==> src/rtl/serial_subtractor.sv <==
// ============================================================================
// Module   : serial_subtractor
// Purpose  : Bit-serial a - b (LSB first) built from one full-subtractor cell
//            and a borrow flop, behind a start/busy/done handshake.
// Revision : 1.0 - initial release
// ============================================================================
`default_nettype none

module serial_subtractor #(
    parameter int WIDTH = 8
) (
    input  logic             clk,
    input  logic             rst,
    input  logic             start,
    input  logic [WIDTH-1:0] a,
    input  logic [WIDTH-1:0] b,
    output logic             busy,
    output logic             done,
    output logic [WIDTH-1:0] diff,
    output logic             borrow_out,
    output logic             overflow
);

    localparam int c_CNT_W = $clog2(WIDTH) + 1;
    localparam logic [c_CNT_W-1:0] c_LAST = c_CNT_W'(WIDTH - 1);

    typedef enum logic [0:0] {
        IDLE  = 1'b0,
        SHIFT = 1'b1
    } state_t;

    state_t r_state;
    state_t w_state_next;

    logic [WIDTH-1:0]   r_sa;
    logic [WIDTH-1:0]   r_sb;
    logic [WIDTH-1:0]   r_sr;
    logic [WIDTH-1:0]   r_diff;
    logic [c_CNT_W-1:0] r_cnt;
    logic               r_sign_a;
    logic               r_sign_b;
    logic               r_bw;
    logic               r_busy;
    logic               r_done;
    logic               r_borrow_out;
    logic               r_overflow;

    logic               w_x;
    logic               w_y;
    logic               w_d;
    logic               w_bw_next;
    logic               w_last;

    // Full-subtractor cell: the only arithmetic in the datapath.
    assign w_x       = r_sa[0];
    assign w_y       = r_sb[0];
    assign w_d       = w_x ^ w_y ^ r_bw;
    assign w_bw_next = (~w_x & w_y) | (~(w_x ^ w_y) & r_bw);
    assign w_last    = (r_cnt == c_LAST);

    always_ff @(posedge clk) begin
        if (rst) begin
            r_state <= IDLE;
        end else begin
            r_state <= w_state_next;
        end
    end

    always_comb begin
        w_state_next = r_state;
        case (r_state)
            IDLE: begin
                if (start) begin
                    w_state_next = SHIFT;
                end
            end
            SHIFT: begin
                if (w_last) begin
                    w_state_next = IDLE;
                end
            end
            default: begin
                w_state_next = IDLE;
            end
        endcase
    end

    always_ff @(posedge clk) begin
        if (rst) begin
            r_sa         <= '0;
            r_sb         <= '0;
            r_sr         <= '0;
            r_diff       <= '0;
            r_cnt        <= '0;
            r_sign_a     <= 1'b0;
            r_sign_b     <= 1'b0;
            r_bw         <= 1'b0;
            r_busy       <= 1'b0;
            r_done       <= 1'b0;
            r_borrow_out <= 1'b0;
            r_overflow   <= 1'b0;
        end else begin
            r_done <= 1'b0;
            case (r_state)
                IDLE: begin
                    if (start) begin
                        r_sa     <= a;
                        r_sb     <= b;
                        r_sign_a <= a[WIDTH-1];
                        r_sign_b <= b[WIDTH-1];
                        r_bw     <= 1'b0;
                        r_cnt    <= '0;
                        r_busy   <= 1'b1;
                    end
                end
                SHIFT: begin
                    r_sa  <= r_sa >> 1;
                    r_sb  <= r_sb >> 1;
                    r_sr  <= {w_d, r_sr[WIDTH-1:1]};
                    r_bw  <= w_bw_next;
                    r_cnt <= r_cnt + 1'b1;
                    if (w_last) begin
                        // The final cell output is the result sign bit.
                        r_diff       <= {w_d, r_sr[WIDTH-1:1]};
                        r_borrow_out <= w_bw_next;
                        r_overflow   <= (r_sign_a != r_sign_b) && (w_d != r_sign_a);
                        r_done       <= 1'b1;
                        r_busy       <= 1'b0;
                    end
                end
                default: begin
                    r_busy <= 1'b0;
                end
            endcase
        end
    end

    assign busy       = r_busy;
    assign done       = r_done;
    assign diff       = r_diff;
    assign borrow_out = r_borrow_out;
    assign overflow   = r_overflow;

endmodule

`default_nettype wire

==> config.mk <==
export PLATFORM = sky130hd
export DESIGN_NAME = serial_subtractor
export DESIGN_NICKNAME = d
export VERILOG_FILES = /design/src/rtl/serial_subtractor.sv
export SDC_FILE = /design/constraint.sdc
export NUM_CORES = 1
export LEC_CHECK = 0
export ABC_CLOCK_PERIOD_IN_PS = 3000
export CAP_MARGIN = 20
export CORE_ASPECT_RATIO = 0.5
export CORE_MARGIN = 2
export CORE_UTILIZATION = 33
export DETAILED_ROUTE_END_ITERATION = 8
export SETUP_SLACK_MARGIN = 0.2
export SYNTH_ARGS = -nofsm -noshare
export SYNTH_HDL_FRONTEND = slang
export SYNTH_SLANG_ARGS = --single-unit
==> constraint.sdc <==
create_clock -name clk -period 3 [get_ports clk]
set_input_delay 0.6 -clock clk [delete_from_list [all_inputs] [get_ports clk]]
set_output_delay 0.6 -clock clk [all_outputs]
set_load 0.01 [all_outputs]
==> summary.md, run 1 <==
| Metric | Value |
|---|---|
| Status | `complete, no violations` |
| ANT cells | `0` |
| Largest net degree at the start of global routing | `25` |
| Gp weighted congestion | `0.684` |
| Antenna-violating nets left | `0` |
| Total of max-cap violations | `0` |
| Min cycle time layout | `1.97 ns` |
| Post-cts hold buffer count | `0` |
| Crit share post-route | `0.657` |
| Max Buffers Root-to-Sink | `2` |
| Residual DRC count | `0` |
| Hold Crit Class | `reg2reg` |
| Initial detailed-routing violation count | `22` |
| DIE HEIGHT | `55.1 um` |
| Synthesized Nets | `181` |
| Initial antenna violation count | `0` |
| CTS Sinks | `43` |
| Syn. warnings | `0` |
| Synthesized area | `0.00172 mm2` |
| Syn_area_per_cell | `10.8 um2` |
| Setup bufs post-CTS | `0` |
| Initial Utilization | `0.346` |
| Worst skew pair latency | `0.28 ns` |
| Worst setup SP type | `primary input` |
| Setup Skew | `0.00854 ns` |
| Layout area overhead | `28.5%` |
| Layout net count | `211` |
| Cell count of the worst reg-to-reg path | `4` |
| Port buffer count | `30` |
| Crit. Startpoint | `start` |
| Final setup vio count | `0` |
| Fmax | `507 MHz` |
| Core Box Area | `0.00498 mm2` |
| Root Buffer | `clkbuf_8` |
| RR Startpoint | `r_state` |
| I/O pins | `31` |
| CTS tree | `yes` |
| DR WL/cell | `11.8 um` |
| DR vias/cell | `4.51` |
| Gr usage total | `0.116` |
| Die X | `106 um` |
| Final Hold Vio Count | `0` |
| CTS resizes | `0` |
| RSZ-0062 raised after global routing | `false` |
| H-tree levels | `2` |
| Max FO, Critical Path | `11` |
| Hold path depth | `1` |
| Aggregate global routing overflow | `0` |
| Slew @ Worst Pin | `0.727 ns` |
| Post-DP HPWL | `2.20 mm` |
| HP Start | `r_sr[1]` |
| Yosys cell types | `26` |
| Yosys reg bits | `43` |
| Die area | `0.00585 mm2` |
| Leakage power | `0.874 nW` |
| Vias in the first global route | `1,140` |
| Clk pin slew, worst setup/hold paths | `0.08 ns` |
| Hold Slack | `0.473 ns` |
| Pins over their slew limit | `0` |
| CTS Buf Count | `5` |
| DR pass1 iterations | `3` |
| WP data arrival | `2.15 ns` |
| Worst Path Required | `3.17 ns` |
| Ratio of cells with drive above 1 in the final layout | `0.136` |
| First-pass GRT wire length | `5.22 mm` |
| DR vias | `1,177` |
| TNS Setup | `0 ns` |
| WS Path Type | `in2reg` |
| WL final | `3.07 mm` |
| Final worst slack | `1.03 ns` |
| Post-Syn Instances | `160` |
| Worst slack, placed | `0.696 ns` |
| Rows | `18` |
| Power density over the cells | `564 mW/mm2` |
| Critical Path End Type | `flip-flop` |
| Max rail drop VDD | `256 uV` |
| Worst rel slew slack | `0.514` |
| Seq/Total Area, Yosys | `0.500` |
## state kept, by name (all words and copies together) (netlist names)
register	count
diff	8
r_sa	8
r_sb	8
r_sr	7
r_cnt	4
borrow_out	1
busy	1
done	1
overflow	1
r_bw	1
r_sign_a	1
r_sign_b	1
r_state	1
## where the power goes
part	total, mW	leakage (nW)	internal [mW]	switching [mW]
Clock	0.523	0.0654	0.333	0.190
Sequential	0.602	0.350	0.591	0.0115
Combinational	0.123	0.458	0.0692	0.0533
Total	1.25	0.874	0.993	0.255
## stage by stage
step / util / cell area, um2 / cells / power [mW]
floorplan: - / 1720 / 160 / 0.698
global placement: 0.418 / 2080 / 253 / 0.737
detailed placement: 0.418 / 2080 / 253 / 0.740
CTS: 0.445 / 2210 / 261 / 1.26
global route: 0.445 / 2210 / 261 / 1.31
finish: 0.445 / 2210 / 261 / 1.25
## kinds of logic (layout without fill, tap and decap cells)
kind of cell               count (synthesis)  after routing  synth area share
DFF                                       43             43             0.500
and+or+nand+nor                           42             42             0.118
AOI/OAI and AO/OA                         18             18            0.0777
buffers and inverters                     15             46            0.0436
adders and majority gates                  2              2            0.0189
muxes                                     40             40             0.243
## synth_stat cells (all sizes together)
cell type	number	area [um2]
dfxtp	43	861
nor2	28	105
inv	4	15.0
mux2i	26	260
a211oi	1	7.51
nor3b	2	15.0
and2b	1	7.51
nand2	1	3.75
nor2b	3	26.3
buf	8	48.8
mux2	14	158
a21oi	5	25.0
clkbuf	3	11.3
ha	1	12.5
a22o	10	87.6
nand3b	1	7.51
nand4	2	12.5
nor3	2	10.0
nand2b	1	6.26
o22ai	1	6.26
o21a	1	7.51
fa	1	20.0
nand4b	1	8.76
## final timing paths
kind              slack (ns)  endpoint
setup reg to reg        1.38   diff[7]
hold reg to reg         0.47   diff[0]
hold / removal          0.47   diff[0]
setup / recovery        1.03   r_sa[4]
## worst max-delay path: stages
cell and delay [ns]:
clkdlybuf4s50_1 0.75, buf_4 0.28, mux2_2 0.35, mux2i_1 0.12
nor2_1 0.05
## routing by layer
metal	vias to the layer above	wire [um]	GRT usage
li1	609	-	-
met1	550	1550	0.138
met2	16	1400	0.208
met3	2	98	0.0398
met4	0	27	0.0263
met5	-	0	0
## area by class of cell
type	instances	area, um2
fillers	472	2760
flip-flops and latches	43	861
multi-input cells	102	787
repair buffers	34	330
well taps	70	87.6
clock buffers	6	72.6
clock inverters	2	60.1
inverters	4	15.0
## cells in the final DEF, fill, tap and decap left out, types with 2 or more instances in the layout
master / Yosys / routed
nor2_1: 28 / 28
mux2_2: 14 / 14
nor2b_1: 2 / 2
a22o_1: 10 / 10
clkbuf_8: 0 / 5
a21oi_1: 5 / 5
bufinv_16: 0 / 2
nand4_1: 2 / 2
mux2i_1: 26 / 26
clkdlybuf4s50_1: 0 / 30
inv_1: 4 / 4
nor3b_1: 2 / 2
buf_4: 1 / 4
dfxtp_1: 43 / 43
nor3_1: 2 / 2
Power figures use the tool's default switching activity.
==> run 2, diff against run 1 <==
--- a/config.mk
+++ b/config.mk
@@ -5,7 +5,7 @@
 export SDC_FILE = /design/constraint.sdc
 export NUM_CORES = 1
 export LEC_CHECK = 0
-export ABC_CLOCK_PERIOD_IN_PS = 3000
+export ABC_CLOCK_PERIOD_IN_PS = 1590
 export CAP_MARGIN = 20
 export CORE_ASPECT_RATIO = 0.5
 export CORE_MARGIN = 2
==> constraint.sdc (replaced) <==
create_clock -name clk -period 1.59 [get_ports clk]
set_input_delay 0.318 -clock clk [delete_from_list [all_inputs] [get_ports clk]]
set_output_delay 0.318 -clock clk [all_outputs]
set_load 0.01 [all_outputs]
==> run 2 against run 1 <==
  * First-iteration DRC count increased by 68%
  * Clock-buffer cell count unchanged
  * Sequential share of layout area is 0.99 points lower
  * Via count grew 3.2%
  * Total power grew 90%
  * Highest routed layer unchanged
  * Clock skew decreased by 0.0024 ns
==> summary.md, run 2 (synthesis gave the netlist of run 1 again) <==
| Metric | Value |
|---|---|
| Status | `complete, no violations (unchanged)` |
| CTS tree | `yes (unchanged)` |
| Placed cell areas | `0.00212 mm2 (was 0.00208 mm2)` |
| Initial antenna violation count | `0 (unchanged)` |
| Fmax | `763 MHz` |
| Layout net count | `216 (was 211)` |
| Final core occ | `0.456 (was 0.445)` |
| CTS Sinks | `43 (unchanged)` |
| Initial Utilization | `0.346 (unchanged)` |
| Layout area overhead | `31.8% (was 28.5%)` |
| Largest net degree at the start of global routing | `26 (was 25)` |
| DR vias/cell | `4.57 (was 4.51)` |
| DR WL/cell | `11.6 um (was 11.8 um)` |
| Residual DRC count | `0 (unchanged)` |
| Most frequent cells in the layout | `dfxtp_1 (43), nor2_1 (28), mux2i_1 (26) (was dfxtp_1 (43), clkdlybuf4s50_1 (30), nor2_1 (28))` |
| Vias in the first global route | `1,129 (was 1,140)` |
| Hold Crit Endpoint | `diff[0] (unchanged)` |
| TNS Setup | `0 ns (unchanged)` |
| Register Area | `861 um2 (unchanged)` |
| Crit. Startpoint | `r_bw (was start)` |
| Flop-to-flop setup slack | `0.28 ns (was 1.38 ns)` |
| Total of max-cap violations | `0 (unchanged)` |
| Most common cell after layout, fill and taps aside | `dfxtp_1 (unchanged)` |
| Clk pin slew, worst setup/hold paths | `0.08 ns (about the same)` |
| Aggregate global routing overflow | `0 (unchanged)` |
| Fill cell count | `475 (was 472)` |
| Ratio of cells with drive above 1 in the final layout | `0.163 (was 0.136)` |
| Max stage delay on crit path | `0.55 ns (was 0.75 ns)` |
| WL final | `3.10 mm (was 3.07 mm)` |
| Area of the multi-input gates | `790 um2 (was 787 um2)` |
| Setup Skew | `0.00618 ns (was 0.00854 ns)` |
| Pwr Total | `2.37 mW (was 1.25 mW)` |
| Critical Path End Type | `flip-flop (unchanged)` |
| Worst path cell trace | `inv_1 > fa_2 > nand2_1 > o22ai_1 > a22o_1 (was clkdlybuf4s50_1 > buf_4 > mux2_2 > mux2i_1 > nor2_1)` |
| Final Hold Vio Count | `0 (unchanged)` |
| Post-DP HPWL | `2.12 mm (was 2.20 mm)` |
| Worst setup SP type | `flip-flop (was primary input)` |
| Worst slack, placed | `-0.0680 ns (was 0.696 ns)` |
| Hold Crit Class | `reg2reg (unchanged)` |
| Max FO, Critical Path | `3 (was 11)` |
| Rows | `18 (unchanged)` |
| Cell count of the worst reg-to-reg path | `5 (was 4)` |
| Final Cell Area | `0.00227 mm2 (was 0.00221 mm2)` |
| Die area | `0.00585 mm2 (unchanged)` |
| Port buffer count | `30 (unchanged)` |
| DR vias | `1,215 (was 1,177)` |
| Reg-to-Reg End | `overflow (was diff[7])` |
| ANT cells | `0 (unchanged)` |
| Antenna-violating nets left | `0 (unchanged)` |
| HP Start | `r_sr[1] (unchanged)` |
| Core Box Area | `0.00498 mm2 (unchanged)` |
| Worst skew pair latency | `0.29 ns (was 0.28 ns)` |
| CP max stage cell | `fa_2 (was clkdlybuf4s50_1)` |
| Slew @ Worst Pin | `0.302 ns (was 0.727 ns)` |
| WP data arrival | `1.55 ns (was 2.15 ns)` |
| I/O pins | `31 (unchanged)` |
| DR pass1 iterations | `4 (was 3)` |
| Worst rel slew slack | `0.798 (was 0.514)` |
| Pins over their slew limit | `0 (unchanged)` |
| H-tree levels | `2 (unchanged)` |
| Final worst slack | `0.279 ns (was 1.03 ns)` |
| Min cycle time layout | `1.31 ns` |
| Leakage power | `0.977 nW (was 0.874 nW)` |
| Worst Path Required | `1.83 ns (was 3.17 ns)` |
| Gr usage total | `0.116 (about the same)` |
| Die X | `106 um (unchanged)` |
| DIE HEIGHT | `55.1 um (unchanged)` |
| Hold path depth | `1 (unchanged)` |
| Max rail drop VDD | `514 uV (was 256 uV)` |
| Crit share post-route | `0.825` |
| Gp weighted congestion | `0.696 (was 0.684)` |
| Final setup vio count | `0 (unchanged)` |
| Max Buffers Root-to-Sink | `2 (unchanged)` |
| CTS Buf Count | `5 (unchanged)` |
| Post-cts hold buffer count | `0 (unchanged)` |
| Power density over the cells | `1050 mW/mm2 (was 564 mW/mm2)` |
| Root Buffer | `clkbuf_8 (unchanged)` |
| RSZ-0062 raised after global routing | `true (was false)` |
| First-pass GRT wire length | `5.16 mm (was 5.22 mm)` |
| RR Startpoint | `r_bw (was r_state)` |
| Initial detailed-routing violation count | `37 (was 22)` |
| WS Path Type | `reg2reg (was in2reg)` |
-- run 2: timing repair --
action,CTS,global route
setup buffers,0,1
pin swaps,0,1
resized for setup,12,2
cloned,0,1
endpoints found under the setup margin,12,6
-- run 2: area by class of cell --
type / instances / area share
clock inverters: 2 / 0.0264
inverters: 4 / 0.00661
clock buffers: 6 / 0.0320
repair buffers: 39 / 0.170
flip-flops and latches: 43 / 0.379
well taps: 70 / 0.0386
multi-input cells: 102 / 0.348
-- run 2: power by group --
part	total, mW	switching [mW]	internal, mW
logic	0.247	0.103	0.144
clock network	0.989	0.361	0.628
registers	1.14	0.0230	1.11
total	2.37	0.487	1.89
-- run 2: through the flow --
step,instances,hold slack (ns)
final,266,0.474
after global routing,266,0.499
after CTS,264,0.474
after detailed placement,256,0.451
after global placement,256,0.450
after floorplan,160,0.441
-- run 2: worst max-delay path, delay by kind of cell, from the launching register on --
kind,cells,cell delay [ns]
fa+ha+maj,1,0.55
flops,1,0.33
compound gates,2,0.27
buf+inv,1,0.06
simple gates,1,0.06
-- run 2: layer usage --
layer	wire length (um)	GRT usage
met1	1550	0.141
met4	34	0.0395
met5	0	0
met2	1390	0.196
met3	119	0.0433
-- run 2: worst max-delay path by stage --
stage	to
floorplan	overflow
global placement	r_sb[3]
detailed placement	r_sa[6]
CTS	overflow
global route	overflow
finish	overflow
